[src/rtl/ram_access_arbiter.sv]
// Arbitrates the single-port main RAM between the Z80 bus and the download write stream.
// Optional ARB_STATS_EN enables the dl_count download byte counter.
module ram_access_arbiter #(
  parameter int AW            = 16,
  parameter int FIFO_DEPTH    = 4,
  parameter int SETTLE_CYCLES = 2
) (
  input  logic          clk,
  input  logic          reset,
  input  logic          clk_ena,
  input  logic          dl_active,
  input  logic          dl_wr,
  input  logic [24:0]   dl_addr,
  input  logic [7:0]    dl_data,
  input  logic          cpu_mreq,
  input  logic          cpu_wr,
  input  logic [AW-1:0] cpu_addr,
  input  logic [7:0]    cpu_dout,
  output logic [7:0]    cpu_din,
  output logic          cpu_wait_n,
  output logic [AW-1:0] ram_addr,
  output logic [7:0]    ram_din,
  output logic          ram_we,
  input  logic [7:0]    ram_dout,
  output logic          dl_busy,
  output logic          dl_overflow,
  output logic          dl_range_err,
  output logic [15:0]   dl_count
);

  typedef enum logic [1:0] {IDLE, HOLD, DRAIN, SETTLE} state_t;

  localparam int IW = $clog2(FIFO_DEPTH);
  localparam int PW = IW + 1;
  localparam int CW = $clog2(SETTLE_CYCLES + 1);
  localparam logic [CW-1:0] SETTLE_LOAD = CW'(SETTLE_CYCLES);

  state_t        state, state_next;
  logic [CW-1:0] settle_cnt, cnt_next;
  logic          wait_n_next, we_next;
  logic [AW-1:0] addr_next;
  logic [7:0]    din_next;

  logic [AW+7:0] fifo_mem [FIFO_DEPTH];
  logic [AW+7:0] rd_entry;
  logic [PW-1:0] wr_ptr, rd_ptr;
  logic          fifo_empty, fifo_full, in_range, push, pop;
  logic          ovf_evt, rng_evt, dl_active_q, dl_rise;

  assign cpu_din    = ram_dout;
  assign dl_busy    = (state != IDLE);
  assign fifo_empty = (wr_ptr == rd_ptr);
  assign fifo_full  = (wr_ptr[IW-1:0] == rd_ptr[IW-1:0]) && (wr_ptr[IW] != rd_ptr[IW]);
  assign rd_entry   = fifo_mem[rd_ptr[IW-1:0]];

  // A full FIFO still accepts a write when an entry leaves in the same cycle.
  assign in_range = ((dl_addr >> AW) == 25'd0);
  assign push     = dl_wr && in_range && (!fifo_full || pop);
  assign ovf_evt  = dl_wr && in_range && fifo_full && !pop;
  assign rng_evt  = dl_wr && !in_range;
  assign dl_rise  = dl_active && !dl_active_q;

  always_ff @(posedge clk) begin
    if (push) fifo_mem[wr_ptr[IW-1:0]] <= {dl_addr[AW-1:0], dl_data};
  end

  always_ff @(posedge clk or posedge reset) begin
    if (reset) begin
      wr_ptr <= '0;
      rd_ptr <= '0;
    end else begin
      if (push) wr_ptr <= wr_ptr + 1'b1;
      if (pop)  rd_ptr <= rd_ptr + 1'b1;
    end
  end

  // A new error event wins over the clear caused by a download start.
  always_ff @(posedge clk or posedge reset) begin
    if (reset) begin
      dl_active_q  <= 1'b0;
      dl_overflow  <= 1'b0;
      dl_range_err <= 1'b0;
    end else begin
      dl_active_q <= dl_active;
      if (ovf_evt)      dl_overflow <= 1'b1;
      else if (dl_rise) dl_overflow <= 1'b0;
      if (rng_evt)      dl_range_err <= 1'b1;
      else if (dl_rise) dl_range_err <= 1'b0;
    end
  end

`ifdef ARB_STATS_EN
  always_ff @(posedge clk or posedge reset) begin
    if (reset)        dl_count <= '0;
    else if (dl_rise) dl_count <= '0;
    else if (pop)     dl_count <= dl_count + 16'd1;
  end
`else
  assign dl_count = '0;
`endif

  always_ff @(posedge clk or posedge reset) begin
    if (reset) begin
      state      <= IDLE;
      settle_cnt <= '0;
      cpu_wait_n <= 1'b1;
      ram_addr   <= '0;
      ram_din    <= '0;
      ram_we     <= 1'b0;
    end else begin
      state      <= state_next;
      settle_cnt <= cnt_next;
      cpu_wait_n <= wait_n_next;
      ram_addr   <= addr_next;
      ram_din    <= din_next;
      ram_we     <= we_next;
    end
  end

  // In IDLE the CPU request is still registered on the cycle a download starts.
  always_comb begin
    state_next  = state;
    cnt_next    = settle_cnt;
    wait_n_next = cpu_wait_n;
    addr_next   = ram_addr;
    din_next    = ram_din;
    we_next     = 1'b0;
    pop         = 1'b0;
    case (state)
      IDLE: begin
        addr_next = cpu_addr;
        din_next  = cpu_dout;
        we_next   = clk_ena && cpu_mreq && cpu_wr;
        if (dl_active || !fifo_empty) begin
          state_next  = HOLD;
          wait_n_next = 1'b0;
        end
      end
      HOLD: begin
        if (clk_ena) state_next = DRAIN;
      end
      DRAIN: begin
        if (!fifo_empty) begin
          pop       = 1'b1;
          addr_next = rd_entry[AW+7:8];
          din_next  = rd_entry[7:0];
          we_next   = 1'b1;
        end else if (!dl_active) begin
          state_next = SETTLE;
          cnt_next   = SETTLE_LOAD;
        end
      end
      SETTLE: begin
        if (dl_active || !fifo_empty) begin
          state_next = DRAIN;
        end else if (settle_cnt == CW'(1)) begin
          state_next  = IDLE;
          wait_n_next = 1'b1;
        end else begin
          cnt_next = settle_cnt - 1'b1;
        end
      end
      default: state_next = IDLE;
    endcase
  end

endmodule

[config.mk]
export PLATFORM = sky130hd
export DESIGN_NAME = ram_access_arbiter
export DESIGN_NICKNAME = d
export VERILOG_FILES = /design/src/rtl/ram_access_arbiter.sv
export SDC_FILE = /design/constraint.sdc
export NUM_CORES = 1
export LEC_CHECK = 0
export CAP_MARGIN = 15
export CORE_AREA = 2 2 155 157
export CTS_CLUSTER_SIZE = 8
export DETAILED_ROUTE_END_ITERATION = 7
export DIE_AREA = 0 0 157 159
export HOLD_SLACK_MARGIN = 0.02
export PLACE_DENSITY_LB_ADDON = 0.08
export SLEW_MARGIN = 10
export SYNTH_ARGS = -nofsm -noshare
export SYNTH_HDL_FRONTEND = slang
export SYNTH_SLANG_ARGS = --single-unit
[constraint.sdc]
create_clock -name clk -period 4.1 [get_ports clk]
set_input_delay 0.41 -clock clk [delete_from_list [all_inputs] [get_ports clk]]
set_output_delay 0.41 -clock clk [all_outputs]
set_load 0.02 [all_outputs]
==> results_dict.tcl, run 1 <==
set metrics [dict create \
    status "complete, no violations" \
    core-area_um2 23190 \
    grt_use_met3_pct 2.994 \
    antenna_found_initial 0 \
    synth_edf_count 96 \
    clock_path_buffers 2 \
    cp.required_ns 4.13 \
    final_cell_mix "edfxtp_1 (96), clkdlybuf4s50_1 (92), a21oi_1 (50)" \
    vias 3332 \
    die_area_um2 24960 \
    yosysTopAreaCell "edfxtp_1" \
    cts_buffers 17 \
    fin_crit_sh_pct 60.60 \
    peakVddDrop_mv 0.2545 \
    grt_pass1_wl_um 20200 \
    drv_slew 0 \
    drt-total-wl_um 13430 \
    synth_top_area_share_pct 50.21 \
    synth_mux_area_share_pct 8.934 \
    critPathMaxStageDelay_ns 0.68 \
    start_util_pct 24.76 \
    syn2layout_area_growth_pct 30.31 \
    yosys.area_share.xor_xnor_pct 1.199 \
    drv_cap 0 \
    synth_adder_area_share_pct 1.307 \
    synth_seq_cells 135 \
    r2r_end "fifo_mem[1][11]" \
    fmax_mhz 402.5 \
    fin_util_pct 32.26 \
    gr-usage-met2_pct 17.76 \
    synth.distinct_cells 41 \
    cts_tree "done" \
    finalPower_w 0.005261 \
    ff2ff_setup_slack_ns 1.62 \
    synth_top_flop_cell "edfxtp_1" \
    core.rowCount 56 \
    endpoint "fifo_mem[1][11]" \
    route.detailed.drc 0 \
    synth-simple-area-share_pct 5.186 \
    ctsHoldBuffers 0 \
    syn_inst 393 \
    synthTopCellsByArea "edfxtp_1 (50%), dfrtp_1 (17%), mux2i_1 (8.5%)" \
    rsz0062_at_grt "false" \
    leakage_nw 2.721 \
    grt.total_usage_pct 11.02 \
    synth_top_family_by_area "compound AO/OA/AOI/OAI gates" \
    synth_warnings 0 \
    worstMarginPinSlew_ns 0.9829 \
    hp-class "in2async" \
    final.min_clock_period_ns 2.484 \
    holdWs_ns 0.3782 \
    clock-sinks 135 \
    crit_arrival_ns 2.51 \
    drive_above_1_share_pct 12.98 \
    placed_area_um2 6887 \
    grt-busiest-layer "met2" \
    critical_path_class "reg2reg" \
    syn_area_per_cell_um2 14.61 \
    grt_start_max_net_pins 51 \
    setup_violations 0 \
    pin_count 125 \
    setup_tns_ns 0 \
    clk_latency_ns 0.41 \
    diodes 0 \
    syn_area_um2 5742 \
    met1_usage_pct 14.33 \
    first_pass_iters 4 \
    reg2reg_from "rd_ptr[2]" \
    grt_pass1_vias 3425 \
    ys_seq_area_share_pct 67.23 \
    overflow 0 \
    fin_area_um2 7482 \
    power.density_nw_per_um2 703.1 \
    wl_per_cell_um 16.54 \
    path_clk_slew_ns 0.05 \
    die_h_um 159 \
    fin_skew_ns 0.01015 \
    crit_path_cell_trace "xnor2_1 -> and4b_4 -> nor3b_4 -> and2_2" \
    finalNetCount 558 \
    slowest_stage "and2_2" \
    viasPerCell 4.103 \
    synth-async-reset-ratio_pct 28.89 \
    ff2ff_path_depth 4 \
    start_kind "register" \
    io_buffer_count 92 \
    slew_headroom_pct 34.47 \
    drt-initial-drc-count 141 \
    synth_compound_area_share_pct 10.46 \
    clock_tree.root_cell "clkbuf_16" \
    cp-end-kind "register" \
    post_cts_buffers 0 \
    path_max_fanout 24 \
    finalHoldViolations 0 \
    dp_hpwl_um 8183 \
    crit_path_start "rd_ptr[2]" \
    htree_levels 4 \
    antenna_left 0 \
    layout_commonest_cell "edfxtp_1" \
    post_cts_resized 0 \
    chipWidth_um 157 \
    place_congestion 0.6804 \
]
cell usage after synthesis, types with 3 or more instances:
master and instances:
a21oi_1 50, and2_1 3, buf_2 9, buf_4 29, clkbuf_1 5, dfrtp_1 38, edfxtp_1 96, ha_1 6
inv_1 5, mux2i_1 49, nand2_1 7, nand2b_1 3, nand3_1 4, nor2_1 29, o21ai_0 3, o22ai_1 4
o22ai_2 20, xnor2_1 4
per-layer routing:
metal  part of all wire [%]  wire length (um)
met2                     48              6512
met3                    3.4               451
met5                      0                 0
met1                     47              6303
met4                    1.2               159
cell type report:
type | count | area, um^2
clock buffer | 29 | 510.5
sequential | 135 | 3864
clock inverter | 3 | 65.06
fill | 2264 | 15710
timing repair buffer | 98 | 978.4
tap | 319 | 399.1
inverter | 5 | 18.77
multi-input combinational | 223 | 1647
worst min-delay path by stage:
stage                          from      endpoint  slack, ns
after CTS                 wr_ptr[2]     wr_ptr[2]       0.49
after global placement    wr_ptr[2]     wr_ptr[2]       0.48
after detailed placement  wr_ptr[2]     wr_ptr[2]       0.48
final                         reset  dl_range_err       0.38
after global routing          reset  dl_range_err       0.41
after floorplan           dl_active   dl_active_q       0.44
registers in the layout, summed over array words and instances (netlist names):
name          cells
dl_overflow       1
rd_ptr            3
dl_range_err      1
state             2
dl_active_q       1
settle_cnt        2
ram_din           8
cpu_wait_n        1
ram_addr         16
ram_we            1
fifo_mem         96
wr_ptr            3
critical path: cells and delay by family, from the launching register on:
kind | cells | cell delay (ns)
simple gates | 3 | 1.27
xor+xnor | 1 | 0.45
flops | 1 | 0.39
stage by stage:
step           cells  setup WS (ns)
2_1_floorplan    408          1.706
3_3_place_gp     779          1.260
3_5_place_dp     779          1.198
4_1_cts          811          1.525
5_1_grt          812          1.413
6_report         812          1.616
logic make-up after synthesis:
logic type / after synthesis
DFF: 135
adders and majority gates: 6
xor gates and xnor gates: 7
other: 1
buffers and inverters: 50
AOI/OAI and AO/OA: 85
and+or+nand+nor: 58
muxes: 51
power breakdown:
| part | switching (W) | leakage (nW) | internal (W) | total, W |
|---|---|---|---|---|
| registers | 0.000119 | 1.32 | 0.00165 | 0.00177 |
| clock network | 0.000530 | 0.280 | 0.000962 | 0.00149 |
| logic | 0.00114 | 1.13 | 0.000854 | 0.00200 |
| total | 0.00179 | 2.72 | 0.00347 | 0.00526 |
Note: power is estimated with default switching activity, not from simulation.
==> run 2, diff against run 1 <==
==> constraint.sdc (replaced) <==
create_clock -name clk -period 2.5 [get_ports clk]
set_input_delay 0.25 -clock clk [delete_from_list [all_inputs] [get_ports clk]]
set_output_delay 0.25 -clock clk [all_outputs]
set_load 0.02 [all_outputs]
==> results_dict.tcl, run 2 (synthesis results as in run 1) <==
set metrics [dict create \
    status "complete, no violations" \
    critPathMaxStageDelay_ns 0.55 \
    power.density_nw_per_um2 1151 \
    finalHoldViolations 0 \
    top_layer "met4" \
    clock_path_buffers 2 \
    critical_path_class "reg2out" \
    drv_slew 0 \
    path_clk_slew_ns 0.06 \
    grt_pass1_wl_um 20360 \
    drive_above_1_share_pct 14.91 \
    post_cts_buffers 0 \
    antenna_found_initial 0 \
    fin_cells 822 \
    hp-class "in2async" \
    io_buffer_count 92 \
    die_area_um2 24960 \
    fin_area_um2 7641 \
    start_kind "register" \
    holdWs_ns 0.3229 \
    chipWidth_um 157 \
    place_ws_ns 0.1536 \
    diodes 0 \
    clock-sinks 135 \
    grt_pass1_vias 3553 \
    finalNetCount 568 \
    crit_arrival_ns 1.89 \
    grt_start_max_net_pins 51 \
    dp_hpwl_um 8462 \
    cp.required_ns 2.25 \
    ctsHoldBuffers 0 \
    dr_wl_met2_um 6435 \
    final.min_clock_period_ns 2.145 \
    fmax_mhz 466.2 \
    core.rowCount 56 \
    cts_tree "done" \
    vias 3353 \
    grt.total_usage_pct 11.07 \
    syn2layout_area_growth_pct 33.08 \
    m1WireLength_um 6007 \
    antenna_left 0 \
    slowest_stage "clkdlybuf4s50_1" \
    drv_cap 0 \
    first_pass_iters 4 \
    viasPerCell 4.079 \
    crit_path_cell_trace "buf_4 -> or2_2 -> clkdlybuf4s50_1" \
    peakVddDrop_mv 0.6754 \
    leakage_nw 2.787 \
    slew_headroom_pct 37.56 \
    path_max_fanout 9 \
    clock_tree.root_cell "clkbuf_16" \
    place_congestion 0.6812 \
    cp-end-kind "output port" \
    drt-initial-drc-count 140 \
    placed_area_um2 7032 \
    worstMarginPinSlew_ns 0.9366 \
    largest_reg_flops 96 \
    setup_tns_ns 0 \
    wl_met3_um 561 \
    cts_buffers 17 \
    layout_setup_ws_ns 0.3552 \
    route.detailed.drc 0 \
    final_cell_mix "edfxtp_1 (96), clkdlybuf4s50_1 (92), a21oi_1 (50)" \
    post-place-cells 790 \
    setup_violations 0 \
    wl_per_cell_um 16.12 \
    clk_latency_ns 0.41 \
    post_cts_resized 0 \
    start_util_pct 24.76 \
    layout_commonest_cell "edfxtp_1" \
    drt-total-wl_um 13250 \
    critPathTopFamily "buffers and inverters" \
    core-area_um2 23190 \
    pin_count 125 \
    path_buf_inv 2 \
    fin_skew_ns 0.007089 \
    overflow 0 \
    rsz0062_at_grt "false" \
    htree_levels 4 \
    fin_crit_sh_pct 85.79 \
    die_h_um 159 \
]
-- run 2: cell types whose count changed in the layout (fill, tap and decap cells not counted), sizes merged --
cell,change
bufinv,+2
buf,+10
clkbuf,-6
clkinvlp,+2
clkinv,+2
-- run 2: area by class of cell --
cell class	count	area [um^2]
Multi-Input combinational cell	223	1647
Fill cell	2268	15550
Clock inverter	9	151.4
Tap cell	319	399.1
Inverter	5	18.77
Sequential cell	135	3864
Timing Repair Buffer	108	1104
Clock buffer	23	457.9
-- run 2: routing by layer --
layer / up-vias / global-route usage [%]
li1: 1623 / -
met1: 1634 / 13.51
met2: 75 / 18.52
met3: 21 / 2.640
met4: 0 / 4.879
met5: - / 0
-- run 2: power by group --
part           leakage (nW)  internal [W]  switching (W)
registers              1.32       0.00271       0.000183
logic                  1.18       0.00145        0.00188
clock network         0.287       0.00169       0.000881
-- run 2: worst paths after layout --
check / cells after the start / start / slack [ns] / end
max reg2reg: 5 / state[1] / 0.42 / fifo_mem[1][0]
min: 2 / reset / 0.32 / dl_overflow
min reg2reg: 1 / wr_ptr[2] / 0.48 / wr_ptr[2]
max: 3 / state[0] / 0.36 / dl_busy
max in group asynchronous: 3 / reset / 1.55 / ram_addr[9]
min in group clk: 1 / dl_active / 0.45 / dl_active_q
-- run 2: stage by stage --
| stage | util [%] | total power, W |
|---|---|---|
| after global routing | 32.95 | 0.009360 |
| after floorplan | - | 0.005210 |
| after global placement | 30.32 | 0.006313 |
| after CTS | 32.95 | 0.008980 |
| final | 32.95 | 0.008798 |
| after detailed placement | 30.32 | 0.006354 |
-- run 2: worst register-to-register path, delay by kind of cell, from the launching register on --
kind          cells  cell delay [ns]
buf+inv           1             0.18
flops             1             0.59
simple gates      4             1.01
